`src/rtl/fifo_push_arbiter.sv`:
```
// fifo_push_arbiter: round-robin burst arbiter sharing one FIFO push port among N_REQ producers
module fifo_push_arbiter #(
  parameter int N_REQ     = 4,
  parameter int DW        = 8,
  parameter int MAX_BURST = 4
) (
  input  logic                       clk,
  input  logic                       rst,
  input  logic [N_REQ-1:0]           req,
  input  logic [N_REQ*DW-1:0]        data_in,
  output logic [N_REQ-1:0]           ack,
  input  logic                       fifo_full,
  output logic                       fifo_push,
  output logic [DW-1:0]              fifo_data,
  output logic [$clog2(N_REQ)-1:0]   grant_id,
  output logic                       busy
);
  localparam int IW = $clog2(N_REQ);
  localparam int CW = $clog2(MAX_BURST + 1);
  localparam logic IDLE  = 1'b0;
  localparam logic GRANT = 1'b1;
  logic          state_q, state_d;
  logic [IW-1:0] rr_q, rr_d, owner_q, owner_d, win;
  logic [CW-1:0] beat_q, beat_d;
  logic          accept, last, exit_g;
  // scan from the highest offset down so the closest requester to rr_q wins
  always_comb begin
    win = rr_q;
    for (int k = N_REQ - 1; k >= 0; k--)
      if (req[(int'(rr_q) + k) % N_REQ]) win = IW'((int'(rr_q) + k) % N_REQ);
  end
  assign busy      = state_q == GRANT;
  assign accept    = busy && req[owner_q] && !fifo_full;
  assign last      = beat_q == CW'(MAX_BURST - 1);
  assign exit_g    = busy && (!req[owner_q] || (accept && last));
  assign fifo_push = accept;
  assign ack       = accept ? ({{(N_REQ-1){1'b0}}, 1'b1} << owner_q) : '0;
  assign fifo_data = busy ? data_in[int'(owner_q)*DW +: DW] : '0;
  assign grant_id  = owner_q;
  always_comb begin
    state_d = busy ? (exit_g ? IDLE : GRANT) : (|req ? GRANT : IDLE);
    owner_d = (!busy && |req) ? win : owner_q;
    beat_d  = (!busy || exit_g) ? '0 : accept ? beat_q + 1'b1 : beat_q;
    rr_d    = exit_g ? (owner_q == IW'(N_REQ - 1) ? '0 : owner_q + 1'b1) : rr_q;
  end
  always_ff @(posedge clk) begin
    if (rst) begin
      state_q <= IDLE;
      rr_q    <= '0;
      owner_q <= '0;
      beat_q  <= '0;
    end else begin
      state_q <= state_d;
      rr_q    <= rr_d;
      owner_q <= owner_d;
      beat_q  <= beat_d;
    end
  end
  assert property (@(posedge clk) disable iff (rst) fifo_push |-> !fifo_full);
  assert property (@(posedge clk) disable iff (rst) $onehot0(ack));
  assert property (@(posedge clk) disable iff (rst) fifo_push == |ack);
  assert property (@(posedge clk) disable iff (rst) beat_q < CW'(MAX_BURST));
endmodule

```
`config.mk`:
```
export PLATFORM = sky130hd
export DESIGN_NAME = fifo_push_arbiter
export DESIGN_NICKNAME = d
export VERILOG_FILES = /design/src/rtl/fifo_push_arbiter.sv
export SDC_FILE = /design/constraint.sdc
export NUM_CORES = 1
export LEC_CHECK = 0
export CORE_AREA = 2 2 41 62
export DETAILED_ROUTE_END_ITERATION = 8
export DIE_AREA = 0 0 43 64
export HOLD_SLACK_MARGIN = 0.08
export PLACE_DENSITY = 0.85
export SLEW_MARGIN = 20
export SYNTH_ARGS = -nofsm -noshare
export SYNTH_HDL_FRONTEND = slang
export SYNTH_SLANG_ARGS = --single-unit
```
`constraint.sdc`:
```
create_clock -name clk -period 3.3 [get_ports clk]
set_input_delay 0.495 -clock clk [delete_from_list [all_inputs] [get_ports clk]]
set_output_delay 0.495 -clock clk [all_outputs]
set_load 0.01 [all_outputs]
```
==> impl_metrics.py, run 1 <==
metrics = {
    "layout": {
        "finish.utilization": 0.635,
        "seqCellArea_um2": 160,
        "drive_gt1_frac": 0.129,
        "nNetsFinal": 187,
        "instances_no_fill": 163,
        "fill_cells": 191,
        "antenna_cells": 0,
        "area_delta_synth_final_pct": 72.0,
        "multi_input_area_um2": 616,
    },
    "synth": {
        "synth_top_area_share": 0.249,
        "postSynthAreaPerCell_um2": 9.58,
        "synth_cell_types": 30,
        "syn_nets": 130,
        "syn_inst": 85,
        "synth_largest_area_cell": "mux4_2",
        "synth.area.top_cells": "mux4_2 (25%), dfxtp_1 (20%), and2_1 (9.2%)",
        "synthesis.area_um2": 815,
        "synth-seq-area-share": 0.197,
        "ys_warn_count": 0,
        "ys_ff_latch": 8,
    },
    "grt": {
        "grt_max_degree": 15,
        "first_global_vias": 924,
        "grt_first_pass_wirelength_mm": 4.14,
        "antenna_found_initial": 0,
        "grt_usage": 0.194,
        "grt_overflow_total": 0,
    },
    "clock_network": {
        "htreeDepth": 1,
        "cts_resized": 0,
        "clock_latency_ns": 0.24,
        "cts_setup_buffers": 0,
        "path_clk_slew_ns": 0.05,
        "clockBufferDepth": 2,
        "numCtsBuffers": 3,
        "cts_tree": "done",
        "cts.sinks": 8,
        "cts_hold_buf": 0,
        "cts_root_buf": "clkbuf_4",
    },
    "drt": {
        "wire_per_inst_um": 15.8,
        "vias": 900,
        "drt_iter0_drc": 14,
        "via_per_inst": 5.52,
        "drc": 0,
        "wl_mm": 2.57,
        "ant_nets": 0,
        "first_pass_iters": 4,
    },
    "placed_design": {
        "dp_cells": 160,
        "dp_hpwl_mm": 2.19,
        "io_buffers": 54,
        "globalplace.congestion": 0.850,
    },
    "sta": {
        "slew_headroom": 0.685,
        "setup_violations": 0,
        "tns_ns": 0,
        "final.min_clock_period_ns": 2.87,
        "maxSlewViolCount": 0,
        "finalHoldViolCount": 0,
        "worstMarginPinSlew_ns": 0.472,
        "fin_crit_sh": 0.871,
        "hold_ws_ns": 0.513,
        "clock.fmax_ghz": 0.348,
        "rsz0062_at_grt": "false",
        "clock_skew_ns": 0.00317,
    },
    "setup_path": {
        "cp_data_arrival_time_ns": 2.38,
        "crit_required_ns": 2.80,
        "crit_top_cell": "clkdlybuf4s50_1",
        "reg2reg_slack_ns": 1.71,
        "critical_path.max_fanout": 7,
        "r2r-start": "beat_q[0]$_SDFFE_PP0P_",
        "end_kind": "output pin",
        "r2r-end": "rr_q[0]$_SDFFE_PP0P_",
        "slowest_delay_ns": 0.59,
        "cp-start-kind": "input port",
        "worst-setup-path-type": "in -> out",
        "worstRegToRegCells": 6,
        "crit_slowest_cell": "clkdlybuf4s50_1",
        "cp_cell_sequence": "clkdlybuf4s50_1 -> mux4_2 -> nand2_1 -> nor2_1 -> and2_1 -> clkdlybuf4s50_1",
        "path_buf_inv": 2,
        "crit_family": "buffers and inverters",
    },
    "power_and_ir_drop": {
        "cellInternalPower_w": 0.000269,
        "switching_share": 0.292,
        "p_per_area_nw_per_um2": 271,
        "seqPwrFrac": 0.315,
        "ir_worst_vdd_mv": 0.233,
        "power_leakage_nw": 0.516,
        "p_total_w": 0.000380,
        "clkPwrFrac": 0.183,
        "p_switching_w": 0.000111,
        "comb_power_share": 0.503,
    },
    "hold_path": {
        "hold_end": "beat_q[2]$_SDFFE_PP0P_",
        "hp-class": "reg -> reg",
        "worstHoldStart": "beat_q[2]$_SDFFE_PP0P_",
        "min_path_cells": 2,
    },
    "floorplanning": {
        "core_area_um2": 2210,
        "die_h_um": 64,
        "pin_count": 55,
        "rows": 21,
        "die_width_um": 43,
        "design.die.area_um2": 2750,
        "start_util": 0.369,
    },
    "run_status": {
        "status": "completed",
    },
    "flow_run": {
        "max-cap-violations": 0,
    },
}
## synth_stat cells, drive strengths merged
master   instances
mux2i            4
xor2             1
nor2b            3
a21oi            4
nand3b           2
nor3             1
o41ai            1
buf              1
nand2            2
inv              5
or3              2
o221ai           1
a2111oi          1
o31ai            2
nand4            1
and2            12
o311a            1
a21o             1
clkbuf           3
o21ai            2
nand2b           2
mux4             9
dfxtp            8
nor2            10
ha               6
## worst reg2reg max path, cell delays in order (launching register included)
cell	delay, ns
dfxtp_1	0.32
ha_1	0.20
ha_1	0.16
nor2b_1	0.15
or3_1	0.34
o311a_1	0.17
o31ai_2	0.18
## flip-flops by register name, summed over array words and instances, names as in the netlist
signal	flops
grant_id	2
rr_q	2
busy	1
beat_q	3
## cell type report
| cell class | instances | area share |
|---|---|---|
| multi-input cells | 68 | 0.439 |
| flip-flops and latches | 8 | 0.114 |
| repair buffers | 56 | 0.396 |
| well taps | 23 | 0.0205 |
| clock buffers | 3 | 0.0161 |
| inverters | 5 | 0.0134 |
## worst max path at each step
stage | start | endpoint | cells after the start
after global routing | req[1] | ack[1] | 6
after detailed placement | req[1] | ack[0] | 6
after floorplan | grant_id[0]$_SDFFE_PP0P_ | fifo_data[0] | 3
after global placement | req[1] | ack[2] | 6
after CTS | req[1] | ack[0] | 6
final | req[1] | ack[0] | 6
## layer usage
metal / GRT usage / wire (um)
met5: 0 / 0
met4: 0.0682 / 17
met3: 0.0311 / 240
met2: 0.358 / 1320
met1: 0.218 / 992
## power by group through the flow
stage               Combinational, W   Clock, W  Sequential, W
CTS                         0.000193  0.0000752       0.000119
detailed placement          0.000192          0       0.000121
global route                0.000205  0.0000787       0.000121
floorplan                  0.0000934          0       0.000116
finish                      0.000191  0.0000694       0.000120
global placement            0.000185          0       0.000121
## cells by family after synthesis
| group | count (synthesis) | share of synthesized area |
|---|---|---|
| AND/OR/NAND/NOR | 35 | 0.240 |
| multiplexers | 13 | 0.298 |
| XOR/XNOR | 1 | 0.0108 |
| flip-flops | 8 | 0.197 |
| buffers and inverters | 9 | 0.0476 |
| adder cells (fa/ha/maj) | 6 | 0.0922 |
| AO/OA/AOI/OAI | 13 | 0.115 |
## layout by cell type (no fill, tap or decap), types with 4 or more instances in the layout
cell type | netlist | routed
dfxtp_1 | 8 | 8
mux2i_1 | 4 | 4
mux4_2 | 9 | 9
clkdlybuf4s50_1 | 0 | 54
nor2_1 | 10 | 10
and2_1 | 12 | 12
a21oi_1 | 4 | 4
ha_1 | 6 | 6
## through the flow
stage | setup slack (ns) | cell area, um2
2_1_floorplan | 1.38 | 815
3_3_place_gp | 0.481 | 1380
3_5_place_dp | 0.428 | 1380
4_1_cts | 0.423 | 1400
5_1_grt | 0.300 | 1400
6_report | 0.426 | 1400
Power figures use the tool's default switching activity.
==> run 2, diff against run 1 <==
--- a/config.mk
+++ b/config.mk
@@ -5,12 +5,13 @@
 export SDC_FILE = /design/constraint.sdc
 export NUM_CORES = 1
 export LEC_CHECK = 0
+export CAP_MARGIN = 20
 export CORE_AREA = 2 2 41 62
 export DETAILED_ROUTE_END_ITERATION = 8
 export DIE_AREA = 0 0 43 64
 export HOLD_SLACK_MARGIN = 0.08
 export PLACE_DENSITY = 0.85
-export SLEW_MARGIN = 20
+export SLEW_MARGIN = 10
 export SYNTH_ARGS = -nofsm -noshare
 export SYNTH_HDL_FRONTEND = slang
 export SYNTH_SLANG_ARGS = --single-unit
==> constraint.sdc (replaced) <==
create_clock -name clk -period 3.3 [get_ports clk]
set_input_delay 0.495 -clock clk [delete_from_list [all_inputs] [get_ports clk]]
set_output_delay 0.495 -clock clk [all_outputs]
set_load 0.02 [all_outputs]
==> impl_metrics.py, run 2 (synthesis gave the netlist of run 1 again) <==
metrics = {
    "floorplanning": {
        "rows": 21,
        "die_width_um": 43,
        "start_util": 0.369,
        "pin_count": 55,
        "design.die.area_um2": 2750,
        "die_h_um": 64,
        "core_area_um2": 2210,
    },
    "grt": {
        "antenna_found_initial": 0,
        "grt_first_pass_wirelength_mm": 4.14,
        "first_global_vias": 897,
        "grt_max_degree": 17,
        "grt_usage": 0.198,
        "grt_overflow_total": 0,
    },
    "hold_path": {
        "worstHoldStart": "beat_q[2]$_SDFFE_PP0P_",
        "hp-class": "reg -> reg",
        "min_path_cells": 2,
    },
    "clock_network": {
        "path_clk_slew_ns": 0.05,
        "htreeDepth": 1,
        "cts_hold_buf": 0,
        "cts_resized": 0,
        "cts_root_buf": "clkbuf_4",
        "numCtsBuffers": 3,
        "clockBufferDepth": 2,
        "clock_latency_ns": 0.25,
        "cts_tree": "done",
        "cts_setup_buffers": 0,
        "cts.sinks": 8,
    },
    "setup_path": {
        "crit_required_ns": 2.80,
        "end_kind": "output pin",
        "cp-startpoint": "req[1]",
        "worst-setup-path-type": "in -> out",
        "r2r-start": "grant_id[0]$_SDFFE_PP0P_",
        "critical_path.max_fanout": 7,
        "cp_data_arrival_time_ns": 2.47,
        "reg2reg_slack_ns": 1.69,
        "cp-start-kind": "input port",
        "worstRegToRegCells": 4,
    },
    "sta": {
        "maxSlewViolCount": 0,
        "clock.fmax_ghz": 0.338,
        "slew_headroom": 0.653,
        "fin_crit_sh": 0.897,
        "worstMarginPinSlew_ns": 0.507,
        "finalHoldViolCount": 0,
        "clock_skew_ns": 0.000782,
        "tns_ns": 0,
        "rsz0062_at_grt": "false",
        "setup_violations": 0,
        "final.min_clock_period_ns": 2.96,
    },
    "layout": {
        "finish.utilization": 0.635,
        "instances_no_fill": 163,
        "top_register": "beat_q",
        "drive_gt1_frac": 0.129,
        "final_common_cell": "clkdlybuf4s50_1",
        "antenna_cells": 0,
        "nNetsFinal": 187,
        "largest_reg_flops": 3,
        "final_area_um2": 1400,
        "final_cell_mix": "clkdlybuf4s50_1 (54), and2_1 (12), nor2_1 (10)",
        "area_delta_synth_final_pct": 72.0,
    },
    "drt": {
        "drt_iter0_drc": 11,
        "first_pass_iters": 4,
        "wl_mm": 2.59,
        "wire_per_inst_um": 15.9,
        "drc": 0,
        "via_per_inst": 5.55,
        "vias": 904,
        "ant_nets": 0,
    },
    "power_and_ir_drop": {
        "p_total_w": 0.000394,
        "ir_worst_vdd_mv": 0.180,
        "p_per_area_nw_per_um2": 282,
        "power_leakage_nw": 0.516,
    },
    "placed_design": {
        "dp_hpwl_mm": 2.12,
        "place_area_um2": 1380,
        "dp_cells": 160,
        "globalplace.congestion": 0.865,
        "io_buffers": 54,
    },
    "run_status": {
        "status": "completed",
    },
    "flow_run": {
        "max-cap-violations": 0,
    },
}
[run 2: area by class of cell]
type	count	area, um2
sequential	8	160
multi-input combinational	68	616
fill	189	806
inverter	5	18.8
clock buffer	3	22.5
tap	23	28.8
timing repair buffer	56	556
[run 2: report_power, final]
group          switching (W)  internal, W
logic              0.0000825     0.000123
registers          0.0000147     0.000104
clock network      0.0000283    0.0000413
[run 2: path summary, 6_finish.rpt]
path,end
setup reg to reg,rr_q[0]$_SDFFE_PP0P_
hold reg to reg,beat_q[2]$_SDFFE_PP0P_
setup / recovery,ack[2]
hold / removal,beat_q[2]$_SDFFE_PP0P_
[run 2: worst max-delay path: stages]
cell	delay, ns
clkdlybuf4s50_1	0.60
mux4_2	0.28
nand2_1	0.07
nor2_1	0.25
and2_1	0.16
clkdlybuf4s50_1	0.61
[run 2: routing by layer]
layer,vias up,track usage,share of wire
li1,422,-,-
met1,418,0.225,0.39
met2,58,0.354,0.49
met3,6,0.0367,0.11
met4,0,0.0795,0.020
met5,-,0,0
[run 2: metrics by stage]
stage,setup slack (ns),hold slack [ns]
after floorplan,1.26,0.454
after global placement,0.414,0.465
after detailed placement,0.333,0.484
after CTS,0.329,0.496
after global routing,0.240,0.546
final,0.340,0.493
==> run 3, diff against run 2 <==
--- a/config.mk
+++ b/config.mk
@@ -6,11 +6,11 @@
 export NUM_CORES = 1
 export LEC_CHECK = 0
 export CAP_MARGIN = 20
-export CORE_AREA = 2 2 41 62
+export CORE_AREA = 2 2 43 65
 export DETAILED_ROUTE_END_ITERATION = 8
-export DIE_AREA = 0 0 43 64
+export DIE_AREA = 0 0 45 67
 export HOLD_SLACK_MARGIN = 0.08
-export PLACE_DENSITY = 0.85
+export PLACE_DENSITY = 0.79
 export SLEW_MARGIN = 10
 export SYNTH_ARGS = -nofsm -noshare
 export SYNTH_HDL_FRONTEND = slang
==> impl_metrics.py, run 3 (synthesis gave the netlist of run 1 again) <==
metrics = {
    "drt": {
        "wire_per_inst_um": 15.0,
        "ant_nets": 0,
        "drc": 0,
        "vias": 889,
        "first_pass_iters": 4,
        "drt_iter0_drc": 15,
        "wl_mm": 2.46,
        "via_per_inst": 5.42,
    },
    "clock_network": {
        "cts_root_buf": "clkbuf_4",
        "cts_hold_buf": 0,
        "clockBufferDepth": 2,
        "cts.sinks": 8,
        "cts_tree": "done",
        "numCtsBuffers": 3,
        "htreeDepth": 1,
        "path_clk_slew_ns": 0.05,
        "cts_setup_buffers": 0,
        "cts_resized": 0,
        "clock_latency_ns": 0.24,
    },
    "layout": {
        "nNetsFinal": 187,
        "area_delta_synth_final_pct": 72.2,
        "top_register": "beat_q",
        "final_common_cell": "clkdlybuf4s50_1",
        "seqCellArea_um2": 160,
        "final_cell_mix": "clkdlybuf4s50_1 (54), and2_1 (12), nor2_1 (10)",
        "antenna_cells": 0,
        "multi_input_area_um2": 616,
        "largest_reg_flops": 3,
        "drive_gt1_frac": 0.129,
        "fill_cells": 220,
    },
    "setup_path": {
        "r2r-start": "beat_q[0]$_SDFFE_PP0P_",
        "reg2reg_slack_ns": 1.69,
        "crit_slowest_cell": "clkdlybuf4s50_1",
        "crit_top_cell": "clkdlybuf4s50_1",
        "r2r-end": "rr_q[0]$_SDFFE_PP0P_",
        "end_kind": "output pin",
        "cp_cell_sequence": "clkdlybuf4s50_1 -> mux4_2 -> nand2_1 -> nor2_1 -> and2_1 -> clkdlybuf4s50_1",
        "cp-start-kind": "input port",
        "cp_data_arrival_time_ns": 2.44,
        "critical_path.max_fanout": 7,
        "worstRegToRegCells": 6,
        "slowest_delay_ns": 0.60,
        "crit_required_ns": 2.80,
        "worst-setup-path-type": "in -> out",
    },
    "flow_run": {
        "max-cap-violations": 0,
    },
    "floorplanning": {
        "core_area_um2": 2420,
        "pin_count": 55,
        "rows": 22,
        "design.die.area_um2": 3020,
        "start_util": 0.336,
        "die_h_um": 67,
        "die_width_um": 45,
    },
    "sta": {
        "clock.fmax_ghz": 0.341,
        "tns_ns": 0,
        "slew_headroom": 0.698,
        "fin_crit_sh": 0.889,
        "finalHoldViolCount": 0,
        "worstMarginPinSlew_ns": 0.442,
        "setup_violations": 0,
        "maxSlewViolCount": 0,
        "final.min_clock_period_ns": 2.93,
        "hold_ws_ns": 0.491,
        "clock_skew_ns": 0.000835,
        "rsz0062_at_grt": "false",
    },
    "hold_path": {
        "hp-class": "reg -> reg",
        "min_path_cells": 2,
        "hold_end": "grant_id[1]$_SDFFE_PP0P_",
        "worstHoldStart": "grant_id[1]$_SDFFE_PP0P_",
    },
    "grt": {
        "grt_max_degree": 16,
        "grt_first_pass_wirelength_mm": 3.62,
        "grt_usage": 0.162,
        "antenna_found_initial": 0,
        "grt_overflow_total": 0,
        "first_global_vias": 911,
    },
    "placed_design": {
        "io_buffers": 54,
        "dp_hpwl_mm": 2.07,
        "globalplace.congestion": 0.840,
    },
    "power_and_ir_drop": {
        "power_leakage_nw": 0.516,
        "p_per_area_nw_per_um2": 281,
        "ir_worst_vdd_mv": 0.246,
    },
    "run_status": {
        "status": "completed",
    },
}
==> run 3: final cells by class <==
class | instances | share of cell area
clock buffers | 3 | 0.0161
multi-input cells | 68 | 0.439
flip-flops and latches | 8 | 0.114
repair buffers | 56 | 0.396
well taps | 24 | 0.0214
inverters | 5 | 0.0134
==> run 3: power breakdown <==
part / total, W / internal, W / leakage (nW) / switching (W)
Sequential: 0.000118 / 0.000104 / 0.0653 / 0.0000137
Combinational: 0.000205 / 0.000123 / 0.437 / 0.0000821
Clock: 0.0000705 / 0.0000413 / 0.0138 / 0.0000291
==> run 3: worst max path at each step <==
stage                                  start            to  slack, ns
floorplan           grant_id[0]$_SDFFE_PP0P_  fifo_data[0]       1.26
global placement                      req[1]        ack[0]       0.41
detailed placement                    req[1]        ack[0]       0.38
CTS                                   req[1]        ack[0]       0.38
global route                          req[0]        ack[2]       0.26
finish                                req[1]        ack[0]       0.37
==> run 3: per-stage QoR <==
step           std cells  power, W  utilization  cell area [um2]  worst slack, ns
6_report             164  0.000394        0.579             1400            0.366
2_1_floorplan         85  0.000224            -              815             1.26
3_5_place_dp         161  0.000327        0.570             1380            0.382
5_1_grt              164  0.000418        0.579             1400            0.257
3_3_place_gp         161  0.000323        0.570             1380            0.410
4_1_cts              164  0.000401        0.579             1400            0.384
==> run 3: layer usage <==
metal / vias up / share of wire / wire length, um / track usage
li1: 423 / - / - / -
met1: 409 / 0.38 / 922 / 0.155
met2: 55 / 0.50 / 1230 / 0.313
met3: 2 / 0.12 / 292 / 0.0325
met4: 0 / 0.0049 / 12 / 0.0699
met5: - / 0 / 0 / 0
==> run 3: worst max-delay path, delay by kind of cell <==
kind | cells | cell delay [ns]
buffers and inverters | 2 | 1.20
and+or+nand+nor | 3 | 0.47
muxes | 1 | 0.28
